### src/rtl/enemy_formation.sv
// -----------------------------------------------------------------------------
// enemy_formation
//   Owns the invader formation state that color_mapper draws from. It marches
//   the block left and right on frame ticks, reverses it at the screen edges
//   based on the right-most live column, removes invaders on hit reports from
//   the collision logic, and reloads a fresh wave after a delay once the
//   formation has been wiped out.
//
//   Optional build macro: ENEMY_SPEEDUP_EN
//     undefined : march period is BASE_PERIOD frames per step
//     defined   : march period is (alive_count >> 2) + 1 frames per step
//
// Ports
//   Clk              in   system clock
//   Reset_n          in   asynchronous active-low reset
//   frame_tick       in   one-Clk pulse per frame
//   freeze           in   level, suspends marching and frame counting
//   hit_valid        in   one-Clk hit report
//   hit_col[3:0]     in   hit column index
//   hit_row[2:0]     in   hit row index
//   enemy_offset     out  left X of column 0 (pixels)
//   animation_offset out  sprite frame select, 0 or 8
//   enemy_status     out  alive bits, [col][row]
//   kill_pulse       out  one-Clk pulse per accepted hit
//   wave_clear       out  high while the cleared-wave delay is running
// -----------------------------------------------------------------------------
module enemy_formation #(
   parameter int STEP_PX     = 4,
   parameter int BASE_PERIOD = 16,
   parameter int INIT_COLS   = 8,
   parameter int WAVE_DELAY  = 120,
   parameter int SCREEN_W    = 640
) (
   input  logic             Clk,
   input  logic             Reset_n,
   input  logic             frame_tick,
   input  logic             freeze,
   input  logic             hit_valid,
   input  logic [3:0]       hit_col,
   input  logic [2:0]       hit_row,
   output logic [9:0]       enemy_offset,
   output logic [7:0]       animation_offset,
   output logic [9:0][5:0]  enemy_status,
   output logic             kill_pulse,
   output logic             wave_clear
);

   typedef logic [9:0][5:0] status_t;

   typedef enum logic [1:0] {
      ST_MARCH   = 2'd0,
      ST_CLEARED = 2'd1,
      ST_RELOAD  = 2'd2
   } state_t;

   // Fresh-wave pattern: the first INIT_COLS columns fully populated.
   function automatic status_t init_status();
      status_t s;
      s = '0;
      for (int c = 0; c < 10; c++) begin
         if (c < INIT_COLS) begin
            s[c] = 6'h3F;
         end else begin
            s[c] = 6'h00;
         end
      end
      return s;
   endfunction

   // Highest column index holding any live invader (0 when none are alive).
   function automatic logic [3:0] highest_col(input status_t s);
      logic [3:0] l;
      l = 4'd0;
      for (int c = 0; c < 10; c++) begin
         if (|s[c]) begin
            l = 4'(c);
         end else begin
            l = l;
         end
      end
      return l;
   endfunction

`ifdef ENEMY_SPEEDUP_EN
   // Number of live invaders (at most 60, fits in 6 bits).
   function automatic logic [5:0] alive_count(input status_t s);
      logic [5:0] n;
      n = 6'd0;
      for (int c = 0; c < 10; c++) begin
         for (int r = 0; r < 6; r++) begin
            n = n + 6'(s[c][r]);
         end
      end
      return n;
   endfunction
`endif

   state_t     state_r;
   status_t    enemy_status_r;
   logic [9:0] enemy_offset_r;
   logic [7:0] animation_r;
   logic       dir_right_r;
   logic [7:0] frame_cnt_r;
   logic [7:0] wave_cnt_r;
   logic       kill_pulse_r;
   logic       wave_clear_r;

   logic        tick_s;
   logic [7:0]  period_s;
   logic        step_due_s;
   logic        hit_accept_s;
   logic [3:0]  lmax_s;
   logic [10:0] off_ext_s;
   logic [10:0] right_edge_s;
   logic        edge_block_s;
   logic [10:0] next_offset_s;
   logic        wave_done_s;
   logic        all_dead_s;

   // Step decision, edge test and hit qualification, all from registered state.
   always_comb begin
      tick_s        = frame_tick & ~freeze;
`ifdef ENEMY_SPEEDUP_EN
      period_s      = {2'b00, (alive_count(enemy_status_r) >> 2)} + 8'd1;
`else
      period_s      = 8'(BASE_PERIOD);
`endif
      // ">=" rather than "==" so a period that shrinks below the running
      // count (speed-up build) still fires on the next tick instead of wrapping.
      step_due_s    = (frame_cnt_r + 8'd1) >= period_s;
      wave_done_s   = (wave_cnt_r + 8'd1) >= 8'(WAVE_DELAY);
      all_dead_s    = (enemy_status_r == '0);

      // Edge tests use the pre-hit status so a coincident hit cannot move the bound.
      lmax_s        = highest_col(enemy_status_r);
      off_ext_s     = {1'b0, enemy_offset_r};
      right_edge_s  = off_ext_s + 11'(STEP_PX) + {1'b0, lmax_s, 6'd0} + 11'd32;

      if (dir_right_r) begin
         edge_block_s = right_edge_s > 11'(SCREEN_W);
      end else begin
         edge_block_s = off_ext_s < 11'(STEP_PX);
      end

      if (edge_block_s) begin
         next_offset_s = off_ext_s;
      end else if (dir_right_r) begin
         next_offset_s = off_ext_s + 11'(STEP_PX);
      end else begin
         next_offset_s = off_ext_s - 11'(STEP_PX);
      end

      if ((state_r == ST_MARCH) && hit_valid && (hit_col < 4'd10) && (hit_row < 3'd6)) begin
         hit_accept_s = enemy_status_r[hit_col][hit_row];
      end else begin
         hit_accept_s = 1'b0;
      end
   end

   // Formation state machine: march/hit handling, wave-clear delay and reload.
   always_ff @(posedge Clk or negedge Reset_n) begin
      if (!Reset_n) begin
         state_r        <= ST_MARCH;
         enemy_status_r <= init_status();
         enemy_offset_r <= 10'd0;
         animation_r    <= 8'd0;
         dir_right_r    <= 1'b1;
         frame_cnt_r    <= 8'd0;
         wave_cnt_r     <= 8'd0;
         kill_pulse_r   <= 1'b0;
         wave_clear_r   <= 1'b0;
      end else begin
         kill_pulse_r <= 1'b0;
         case (state_r)
            ST_MARCH: begin
               if (hit_accept_s) begin
                  enemy_status_r[hit_col][hit_row] <= 1'b0;
                  kill_pulse_r                     <= 1'b1;
               end
               if (tick_s) begin
                  if (step_due_s) begin
                     frame_cnt_r    <= 8'd0;
                     enemy_offset_r <= next_offset_s[9:0];
                     dir_right_r    <= dir_right_r ^ edge_block_s;
                     animation_r    <= animation_r ^ 8'd8;
                  end else begin
                     frame_cnt_r <= frame_cnt_r + 8'd1;
                  end
               end
               // The empty formation is seen one cycle after the last kill lands.
               if (all_dead_s) begin
                  state_r      <= ST_CLEARED;
                  wave_cnt_r   <= 8'd0;
                  wave_clear_r <= 1'b1;
               end
            end
            ST_CLEARED: begin
               if (tick_s) begin
                  if (wave_done_s) begin
                     state_r      <= ST_RELOAD;
                     wave_clear_r <= 1'b0;
                  end else begin
                     wave_cnt_r <= wave_cnt_r + 8'd1;
                  end
               end
            end
            ST_RELOAD: begin
               state_r        <= ST_MARCH;
               enemy_status_r <= init_status();
               enemy_offset_r <= 10'd0;
               animation_r    <= 8'd0;
               dir_right_r    <= 1'b1;
               frame_cnt_r    <= 8'd0;
               wave_cnt_r     <= 8'd0;
               wave_clear_r   <= 1'b0;
            end
            default: begin
               state_r      <= ST_MARCH;
               wave_clear_r <= 1'b0;
            end
         endcase
      end
   end

   assign enemy_offset     = enemy_offset_r;
   assign animation_offset = animation_r;
   assign enemy_status     = enemy_status_r;
   assign kill_pulse       = kill_pulse_r;
   assign wave_clear       = wave_clear_r;

endmodule

### config.mk
export PLATFORM = sky130hd
export DESIGN_NAME = enemy_formation
export DESIGN_NICKNAME = d
export VERILOG_FILES = /design/src/rtl/enemy_formation.sv
export SDC_FILE = /design/constraint.sdc
export NUM_CORES = 1
export LEC_CHECK = 0
export CORE_ASPECT_RATIO = 0.6
export CORE_MARGIN = 4
export CORE_UTILIZATION = 55
export CTS_BUF_LIST = sky130_fd_sc_hd__clkbuf_4
export DETAILED_ROUTE_END_ITERATION = 12
export PLACE_DENSITY_LB_ADDON = 0.08
export SLEW_MARGIN = 20
export SYNTH_ARGS = -nofsm -noshare
export SYNTH_HDL_FRONTEND = slang
export SYNTH_SLANG_ARGS = --single-unit
### constraint.sdc
create_clock -name Clk -period 4.5 [get_ports Clk]
set_input_delay 0.45 -clock Clk [delete_from_list [all_inputs] [get_ports Clk]]
set_output_delay 0.45 -clock Clk [all_outputs]
set_load 0.01 [all_outputs]
## After elaboration in Yosys (flattened, before gate mapping)

Index checks and enable logic that the tools add are counted.
W data, S select, Z words.

- Register bits after elaboration: 99
- Input bits: 12
- Logic and storage cells: 126
- Output and inout bits: 80

- Multiplexer cells: 49
- Reduce and logical (&&, ||, !) cells: 25
- Add/subtract/negate cells: 6
- Eq/ne operators: 10
- $lt $le $gt $ge: 10
- Bitwise gates (word level): 7

Operator list:

| kind | count |
|---|---|
| $pmux W60 S2 | 1 |
| $and A60 B60 Y60 | 1 |
| $logic_not A60 Y1 | 1 |
| $mux W60 | 1 |
| $not A60 Y60 | 1 |
| $reduce_or A6 Y1 | 9 |
| $mux W10 | 4 |
| $mux W8 | 5 |
| $mux W4 | 9 |
| $pmux W8 S2 | 2 |
| $bmux W6 S4 | 1 |
| $demux W6 S4 | 1 |
| $pmux W8 S3 | 1 |
| $pmux W10 S2 | 1 |
| $add A8 B1 Y8 const B | 2 |
| $ne A2 B2 Y1 const B | 8 |
| $mux W1 | 12 |
| $mux W6 | 2 |
| $add A10 B3 Y11 const B | 1 |
| $add A11 B10 Y11 | 1 |
| $add A11 B6 Y11 const B | 1 |
| $gt A11 B10 Y1 const B | 1 |
| $lt A10 B3 Y1 const B | 1 |
| $sub A10 B3 Y10 const B | 1 |
| 25 further kinds | 39 |

## Depth between registers and ports, before layout

- Word-level depth: 18
- Depth in mapped cells: 15
- Mapped depth without buffers: 14

## Worst setup path before layout

Ideal clock, no wire load.

- Path type: reg2reg
- Start point: register enemy_status_r (netlist bit enemy_status[55])
- End point: register enemy_offset_r[6], in the netlist enemy_offset[6]
- Library setup time: 0.078 ns
- Buffers on the path: 1
- Data required time: 4.422 ns
- Setup slack: 1.235 ns
- Data arrival time: 3.187 ns
- Period minus slack after synthesis: 3.265 ns
- Stages on the path, launching flop included: 14
- Cell sequence: dfrtp_1 -> or4_1 -> nor3_1 -> nand4_1 -> nor2_1 -> ha_1 -> a21oi_1 -> nand2_1 -> o221a_4 -> mux2_4 -> nand3_4 -> buf_6 -> or4_1 -> a21oi_1

- Cells in the longest elaborated chain, start to end: 8

RTL lines:

| element | RTL line | text |
|---|---|---|
| from (decl) | 99 | `status_t enemy_status_r;` |
| from (signal assigned) | 164 | `enemy_status_r <= init_status();` |
| from (signal assigned) | 209 | `enemy_status_r <= init_status();` |
| $reduce_or A6 Y1 | 75 | `if (\|s[c]) begin` |
| $mux W4 | 75 |  |
| $add A11 B10 Y11 | 137 | `right_edge_s = off_ext_s + 11'(STEP_PX) + {1'b0, lmax_s, 6'd0} + 11'd32;` |
| $add A11 B6 Y11 | 137 |  |
| $gt A11 B10 Y1 | 140 | `edge_block_s = right_edge_s > 11'(SCREEN_W);` |
| $mux W1 | 139 | `if (dir_right_r) begin` |
| $ne A2 B2 Y1 (no line) | - |  |
| $reduce_and A4 Y1 (no line) | - |  |
| to (signal assigned) | 183 | `enemy_offset_r <= next_offset_s[9:0];` |
| to (decl) | 100 | `logic [9:0] enemy_offset_r;` |

Every way passes these cells.
A chain may end at the register's enable or synchronous reset.

## Worst setup path after layout

- Start point: register enemy_status_r (netlist bit enemy_status[17])
- End point: register enemy_offset_r[7], in the netlist enemy_offset[7]

- Cells in the longest elaborated chain, start to end: 15

RTL lines:

| element | RTL line |
|---|---|
| $reduce_or A6 Y1 | 75 |
| $mux W2 | 75 |
| $mux W4 (7 in a row) | 75 |
| $add A11 B10 Y11 | 137 |
| $add A11 B6 Y11 | 137 |
| $gt A11 B10 Y1 | 140 |
| $mux W1 | 139 |
| $ne A2 B2 Y1 (no line) | - |
| $reduce_and A4 Y1 (no line) | - |

Every way passes these cells.

==> impl_metrics.json <==
{
  "nets": 640,
  "io_buffer_count": 82,
  "power_per_cell_area_nw_per_um2": 429.9,
  "initial_utilization_pct": 56.56,
  "die_h_um": 83.44,
  "numCtsBuffers": 9,
  "cp_max_fo": 12,
  "yosysWarnings": 0,
  "syn2layout_area_growth_pct": 19.53,
  "overflow": 0,
  "clockBufferDepth": 2,
  "synth_edf_count": 0,
  "rsz0062_at_grt": "no",
  "antenna_found_initial": 0,
  "synth-async-reset-ratio_pct": 100.0,
  "tightest_slew_ns": 0.8929,
  "drive_gt1_share_pct": 15.09,
  "slew_violations": 0,
  "hpwl_um": 11360,
  "root_buffer": "clkbuf_4",
  "num_vias": 4869,
  "period_share_pct": 82.45,
  "fin_tns_setup_ns": 0,
  "synthTopCellsByArea": "dfstp_2 (25%), dfrtp_1 (19%), a31oi_1 (7.6%)",
  "die_w_um": 133.7,
  "grt_pass1_vias": 4615,
  "cts_sinks": 89,
  "post_cts_buffers": 0,
  "hold_violations": 0,
  "grt_usage_pct": 28.27,
  "syn_area_um2": 5216,
  "drc": 0,
  "crit_path_end_kind": "flop",
  "grt_pass1_wl_um": 25050,
  "clk_pin_slew_worst_paths_ns": 0.15,
  "grt_max_degree": 51,
  "fin_util_pct": 67.60,
  "hp-class": "in2async",
  "pin_count": 92,
  "routed_via_density": 6.466,
  "period_needed_ns": 3.710,
  "yosysSeqAreaShare_pct": 43.87,
  "design_area_um2": 6235,
  "yosysTopAreaCell": "dfstp_2",
  "critPathKind": "reg2reg",
  "syn_area_per_cell_um2": 9.416,
  "synth_cell_types": 59,
  "diodes": 0,
  "synth_top_area_share_pct": 24.68,
  "ant_nets": 0,
  "drt_wl_total_um": 15530,
  "slew_headroom_pct": 40.02,
  "start_kind": "flop",
  "synthFlopType": "dfstp_2",
  "dpl_cell_area_um2": 6082,
  "cts_tree": "yes",
  "max_clock_freq_mhz": 269.5,
  "post-place-ws_ns": 0.8232,
  "synth_most_common_cell": "nor2_1",
  "rows": 27,
  "finClkSkew_ns": 0.01532,
  "ys_ff_latch": 89,
  "clk_latency_ns": 0.46,
  "ir_worst_vdd_v": 0.0002174,
  "routabilityCongestion": 0.9841,
  "maxCapViolCount": 0,
  "core_area_um2": 9223,
  "setup_viol": 0,
  "htree_levels": 3,
  "fin_ws_ns": 0.7897,
  "crit_arrival_ns": 4.10,
  "synth_common_cells": "nor2_1 (90), a31oi_1 (63), dfstp_2 (49)",
  "status": "complete, no violations",
  "fillers": 757,
  "drtPass1Iterations": 5,
  "die-area_um2": 11160,
  "required_ns": 4.89,
  "p_leak_nw": 2.542,
  "routedWlPerCell_um": 20.63,
  "drt_iter0_drc": 587,
  "synthCells": 554
}
[registers in the layout, summed over array words and instances, names as in the netlist]
name	cells
state_r	1
dir_right_r	1
enemy_offset	8
enemy_status	60
wave_clear	1
animation_offset	1
kill_pulse	1
frame_cnt_r	8
wave_cnt_r	8
[final timing paths]
kind / slack (ns) / cells past startpoint / start / endpoint
min in group Clk: 0.54 / 1 / wave_cnt_r[7] / wave_cnt_r[7]
max in group asynchronous: 3.00 / 3 / Reset_n / enemy_status[45]
hold reg to reg: 0.54 / 1 / wave_cnt_r[7] / wave_cnt_r[7]
hold / removal: 0.53 / 2 / Reset_n / wave_cnt_r[3]
setup reg to reg: 0.79 / 12 / enemy_status[17] / enemy_offset[7]
setup / recovery: 0.79 / 12 / enemy_status[17] / enemy_offset[7]
[routing by layer]
| layer | wire (um) | global-route usage [%] |
|---|---|---|
| met1 | 7030 | 43.79 |
| met2 | 6491 | 38.89 |
| met3 | 1749 | 7.203 |
| met4 | 262 | 7.843 |
| met5 | 0 | 0 |
[report_power, final]
| group | internal (mW) | switching (mW) | leakage [nW] | total [mW] |
|---|---|---|---|---|
| clock network | 0.170 | 0.285 | 0.0758 | 0.455 |
| logic | 0.489 | 0.569 | 1.42 | 1.06 |
| registers | 0.947 | 0.219 | 1.05 | 1.17 |
| total | 1.61 | 1.07 | 2.54 | 2.68 |
[final cells by class]
type                    count  area [um^2]  area share, %
flip-flops and latches     89         2288          36.70
inverters                   5        18.77         0.3010
multi-input cells         418         2710          43.47
clock buffers               9        67.56          1.084
clock inverters             7        68.82          1.104
well taps                 130        162.7          2.609
repair buffers             95        918.4          14.73
[worst max-delay path: stages, from the launching register on]
cell and delay, ns:
dfstp_2 0.42, nor4_1 0.39, a31oi_1 0.18, o21bai_1 0.18, a31oi_1 0.12, o21ai_0 0.36
fa_1 0.48, a211oi_1 0.27, o22ai_1 0.16, o211ai_2 0.23, nand3_4 0.18, or4_1 0.51
a21oi_1 0.15
[cells by family after synthesis]
family,after synthesis,synth area share (%)
flops,89,43.87
simple gates,226,20.92
xor+xnor,14,2.351
buf+inv,55,5.301
fa+ha+maj,10,2.543
compound gates,129,16.67
other cells,1,0.07189
mux,30,8.275
[layout by cell type, fill, tap and decap left out, types with 10 or more instances in the layout]
cell,n
a21oi_1,16
a31oi_1,62
and3_1,14
buf_4,13
clkdlybuf4s50_1,81
dfrtp_1,40
dfstp_2,49
mux2i_1,18
nand2_1,41
nand2b_1,10
nand3_1,11
nor2_1,90
nor3_1,13
[stage by stage]
step                      cells  power, mW  hold slack [ns]
after CTS                   753      2.678           0.5135
final                       753      2.680           0.5274
after global routing        753      2.849           0.5428
after global placement      736      2.178           0.4979
after floorplan             562      1.837           0.1544
after detailed placement    736      2.218           0.4983
[repair_timing]
item | 4_1_cts | 5_1_grt
hold endpoints to repair | 32 | 0
gates resized for setup | 0 | 0
hold buffers | 1 | 0
Note: power is estimated with default switching activity, not from simulation.
